File: config.mk
export PLATFORM = sky130hd
export DESIGN_NAME = cprv_mem_arbiter
export DESIGN_NICKNAME = d
export VERILOG_FILES = /design/src/rtl/cprv_mem_arbiter.sv
export SDC_FILE = /design/constraint.sdc
export NUM_CORES = 1
export LEC_CHECK = 0
export ABC_AREA = 0
export CORE_AREA = 2 2 204 206
export CTS_CLUSTER_DIAMETER = 150
export CTS_CLUSTER_SIZE = 12
export DETAILED_ROUTE_END_ITERATION = 16
export DIE_AREA = 0 0 206 208
export GPL_TIMING_DRIVEN = 0
export HOLD_SLACK_MARGIN = 0.03
export PLACE_DENSITY = 0.43
export SYNTH_ARGS = -nofsm -noshare
export SYNTH_HDL_FRONTEND = slang
export SYNTH_SLANG_ARGS = --single-unit
File: constraint.sdc
create_clock -name clk -period 1.8 [get_ports clk]
set_clock_uncertainty 0.15 [all_clocks]
set_input_delay 0.54 -clock clk [delete_from_list [all_inputs] [get_ports clk]]
set_output_delay 0.54 -clock clk [all_outputs]
set_load 0.01 [all_outputs]
File: src/rtl/cprv_mem_arbiter.sv
// Two-port round-robin arbiter in front of a single memory port: one transaction
// in flight, in-order response routing, and an optional response timeout.
module cprv_mem_arbiter #(
  parameter int DATA_WIDTH = 64,
  parameter int ADDR_WIDTH = 64,
  parameter int TIMEOUT    = 256
) (
  input  logic                       clk,
  input  logic                       rst_n,
  input  logic [1:0]                 valid_req_i,
  output logic [1:0]                 ready_req_o,
  input  logic [1:0][ADDR_WIDTH-1:0] addr_req_i,
  input  logic [1:0][DATA_WIDTH-1:0] wdata_req_i,
  input  logic [1:0]                 w_en_req_i,
  output logic [1:0]                 rvalid_req_o,
  input  logic [1:0]                 rready_req_i,
  output logic [DATA_WIDTH-1:0]      rdata_req_o,
  output logic                       rerr_req_o,
  output logic                       valid_mem_o,
  input  logic                       ready_mem_i,
  output logic [ADDR_WIDTH-1:0]      addr_mem_o,
  output logic [DATA_WIDTH-1:0]      wdata_mem_o,
  output logic                       w_en_mem_o,
  input  logic                       rvalid_mem_i,
  output logic                       rready_mem_o,
  input  logic [DATA_WIDTH-1:0]      rdata_mem_i
);

  // With the timeout disabled the counter is kept one bit wide and simply saturates.
  localparam int CNT_W = (TIMEOUT > 0) ? $clog2(TIMEOUT + 1) : 1;
  localparam logic [CNT_W-1:0] CNT_SAT  = (TIMEOUT > 0) ? CNT_W'(TIMEOUT) : '1;
  localparam logic [CNT_W-1:0] CNT_LAST = CNT_SAT - CNT_W'(1);

  typedef enum logic [1:0] {
    IDLE = 2'd0,
    REQ  = 2'd1,
    RESP = 2'd2,
    ERR  = 2'd3
  } state_t;

  state_t           state_reg;
  logic             owner_reg;
  logic             last_grant_reg;
  logic [CNT_W-1:0] cnt_reg;

  logic grant_any;
  logic grant_idx;

  assign grant_any = (state_reg == IDLE) && (valid_req_i != 2'b00);
  assign grant_idx = (valid_req_i == 2'b11) ? ~last_grant_reg : valid_req_i[1];

  for (genvar gi = 0; gi < 2; gi++) begin : g_port
    assign ready_req_o[gi]  = grant_any && (grant_idx == 1'(gi));
    assign rvalid_req_o[gi] = (owner_reg == 1'(gi)) &&
                              (((state_reg == RESP) && rvalid_mem_i) || (state_reg == ERR));
  end

  assign rdata_req_o  = (state_reg == RESP) ? rdata_mem_i : '0;
  assign rerr_req_o   = (state_reg == ERR);
  assign rready_mem_o = (state_reg == RESP) && rready_req_i[owner_reg];

  always_ff @(posedge clk or negedge rst_n) begin
    if (!rst_n) begin
      state_reg      <= IDLE;
      owner_reg      <= 1'b0;
      last_grant_reg <= 1'b1;
      cnt_reg        <= '0;
      valid_mem_o    <= 1'b0;
      addr_mem_o     <= '0;
      wdata_mem_o    <= '0;
      w_en_mem_o     <= 1'b0;
    end else begin
      case (state_reg)
        IDLE: begin
          if (grant_any) begin
            addr_mem_o     <= addr_req_i[grant_idx];
            wdata_mem_o    <= wdata_req_i[grant_idx];
            w_en_mem_o     <= w_en_req_i[grant_idx];
            owner_reg      <= grant_idx;
            last_grant_reg <= grant_idx;
            valid_mem_o    <= 1'b1;
            state_reg      <= REQ;
          end
        end
        REQ: begin
          if (ready_mem_i) begin
            valid_mem_o <= 1'b0;
            cnt_reg     <= '0;
            state_reg   <= RESP;
          end
        end
        RESP: begin
          if (rvalid_mem_i) begin
            if (rready_req_i[owner_reg]) begin
              state_reg <= IDLE;
            end
          end else begin
            if (cnt_reg != CNT_SAT) begin
              cnt_reg <= cnt_reg + CNT_W'(1);
            end
            // The cycle that brings the count up to TIMEOUT is the last one spent waiting.
            if ((TIMEOUT != 0) && (cnt_reg == CNT_LAST)) begin
              state_reg <= ERR;
            end
          end
        end
        ERR: begin
          if (rready_req_i[owner_reg]) begin
            state_reg <= IDLE;
          end
        end
        default: state_reg <= IDLE;
      endcase
    end
  end

endmodule

==> flow_summary.json <==
{
  "die_h_um": 208,
  "grt_setup_unrepaired": "true",
  "yosysTopAreaCellShare": 0.5317,
  "max_freq_ghz": 0.4124,
  "ctsHtreeMaxLevel": 4,
  "area_delta_synth_final_pct": 131.9,
  "root_buffer": "clkbuf_16",
  "min_to": "addr_mem_o[44]",
  "cts_tree": "done",
  "slew_headroom": 0.6085,
  "grt_pass1_vias": 7763,
  "hold_depth": 2,
  "netlist_area_mm2": 0.006683,
  "clkTransAtPathRegs_ps": 60,
  "cts.sinks": 143,
  "synth_area_leaders": "dfrtp_1 (53%), nand2_1 (15%), a22oi_1 (15%)",
  "cts.path.max_buffers": 2,
  "async_flop_share": 1.000,
  "layout.nets": 1659,
  "first_pass_iters": 4,
  "drtAntennaViolNets": 0,
  "ys_ff_latch": 143,
  "hold_viol_final": 0,
  "via_per_inst": 4.121,
  "antenna_found_initial": 4,
  "drtIter0Drc": 328,
  "grt_pass1_wl_um": 52570,
  "clkLatencyLatePin_ps": 440,
  "synthFlopType": "dfrtp_1",
  "drt-wirelength-per-cell_um": 20.66,
  "hold_ws_ps": 308.4,
  "status": "finished with violations",
  "finalSetupTns_ps": -53390,
  "place.gp.congestion": 0.8314,
  "grt_max_degree": 79,
  "drive_gt1_frac": 0.3186,
  "max_cap_viol_count": 0,
  "fin_area_mm2": 0.01550,
  "crit_path_end_kind": "output port",
  "r2r.worst_path.cells": 10,
  "pin_count": 530,
  "rr_startpoint": "state_reg[0]",
  "worst_slack_ps": -625.1,
  "maxSlewViolCount": 0,
  "overflow": 0,
  "hold_class": "reg2reg",
  "crit_type": "reg2out",
  "die_area_mm2": 0.04285,
  "p_comb_frac": 0.571,
  "detailed_place_hpwl_um": 28830,
  "port_buffers": 529,
  "num_vias": 7710,
  "coreArea_mm2": 0.04055,
  "cp.required_ps": 1110,
  "p_leak_nw": 7.916,
  "violations": "setup timing",
  "track_usage": 0.1699,
  "synthTopCellsByCount": "nand2_1 (268), dfrtp_1 (142), a22oi_1 (130), and2_1 (66), buf_2 (18)",
  "min_period_ps": 2425,
  "placed_area_mm2": 0.01289,
  "fin_crit_sh": 1.347,
  "synth_edf_count": 0,
  "cts_inserted_buffers": 17,
  "dp_slack_ps": -1449,
  "yosysSeqAreaShare": 0.5357,
  "finalSetupViolations": 172,
  "nFillCells": 4055,
  "drc": 0,
  "switching_power_w": 0.007994,
  "synth.distinct_cells": 33,
  "drt_wl_total_um": 38660,
  "initial_core_util": 0.1648,
  "reg2reg_to": "addr_mem_o[22]",
  "vdd_drop_max_mv": 0.6606,
  "yosysMostFrequentCell": "nand2_1",
  "min_from": "addr_mem_o[44]",
  "yosysWarnings": 0,
  "yosysTopAreaCell": "dfrtp_1",
  "start_kind": "flip-flop",
  "powerDensity_mw_per_mm2": 1395,
  "worst_pin_slew_ps": 587.2,
  "p_clk_frac": 0.174,
  "rrSetupSlack_ps": -220,
  "switching_share": 0.3698,
  "dieWidth_um": 206,
  "syn-num-nets": 1047,
  "crit_fanout": 7,
  "syn-instance-count": 714,
  "syn_avg_cell_area_um2": 9.359,
  "fp-row-count": 74,
  "sequentialPowerShare": 0.255,
  "worstPathArrival_ps": 1740,
  "cellInternalPower_w": 0.01362
}
final cells by class:
cell class | count | area, um2 | share of cell area
Antenna cell | 2 | 5.005 | 0.0003229
Buffer | 48 | 619.3 | 0.03996
Clock buffer | 19 | 432.9 | 0.02793
Clock inverter | 11 | 167.7 | 0.01082
Inverter | 3 | 11.26 | 0.0007265
Multi-Input combinational cell | 515 | 3572 | 0.2305
Sequential cell | 143 | 3580 | 0.2309
Tap cell | 532 | 665.6 | 0.04294
Timing Repair Buffer | 598 | 6446 | 0.4159
stage by stage:
stage | utilization | total power, W | cells
4_1_cts | 0.3556 | 0.02131 | 1847
6_report | 0.3822 | 0.02162 | 1871
3_5_place_dp | 0.3179 | 0.01610 | 1776
3_3_place_gp | 0.3171 | 0.01608 | 1775
5_1_grt | 0.3822 | 0.02307 | 1871
2_1_floorplan | - | 0.009977 | 714
power groups by stage:
stage	clock network [W]	logic, W	registers (W)
floorplan	0	0.00372	0.00625
global placement	0	0.0105	0.00559
detailed placement	0	0.0105	0.00562
CTS	0.00387	0.0119	0.00558
global route	0.00402	0.0133	0.00573
finish	0.00377	0.0123	0.00551
metal layers:
| metal | global-route usage | routed length [um] |
|---|---|---|
| met1 | 0.1798 | 14130 |
| met4 | 0.04951 | 614 |
| met2 | 0.3238 | 21270 |
| met3 | 0.04543 | 2640 |
| met5 | 0 | 8 |
worst max-delay path, stage by stage (launching register included):
cell	delay (ps)
dfrtp_1	390
buf_6	130
nor2b_4	130
buf_8	130
buf_6	130
clkbuf_16	150
and2_4	130
buf_6	110
placed cells by master, fill, tap and decap left out, types with 26 or more instances in the layout:
| cell | count |
|---|---|
| and2_4 | 56 |
| buf_6 | 80 |
| dlymetal6s2s_1 | 106 |
| clkdlybuf4s50_1 | 325 |
| dfrtp_1 | 142 |
| buf_2 | 38 |
| a22oi_2 | 109 |
| buf_4 | 26 |
| nand2_1 | 268 |
| clkbuf_16 | 27 |
worst max-delay path by stage:
stage              startpoint         endpoint  slack [ps]  cells after the start
2_1_floorplan      cnt_reg[1]     state_reg[0]         0.7                      7
3_3_place_gp            rst_n        owner_reg       -6730                      1
3_5_place_dp   valid_req_i[0]   ready_req_o[0]       -1450                      5
4_1_cts          state_reg[1]  rdata_req_o[23]        -670                      7
5_1_grt          state_reg[1]  rdata_req_o[30]        -710                      7
6_report         state_reg[1]  rdata_req_o[30]        -630                      7
kinds of logic (layout without fill, tap and decap cells):
kind of cell | after synthesis | in the layout | synth area share
buffers and inverters | 56 | 679 | 0.05224
AND/OR/NAND/NOR | 356 | 356 | 0.2339
flip-flops | 143 | 143 | 0.5357
adder cells (fa/ha/maj) | 3 | 3 | 0.005618
AO/OA/AOI/OAI | 152 | 152 | 0.1666
other | 0 | 2 | 0
multiplexers | 4 | 4 | 0.005992
repair_timing:
| item | in CTS | in global routing |
|---|---|---|
| gates resized for setup | 551 | 269 |
| buffers inserted | 30 | 22 |
| endpoints found under the setup margin | 335 | 322 |
| hold endpoints to repair | 65 | 0 |
| hold buffers | 1 | 0 |
| pin swaps | 46 | 138 |
| cloned | 11 | 9 |
(Power assumes the default switching activity.)
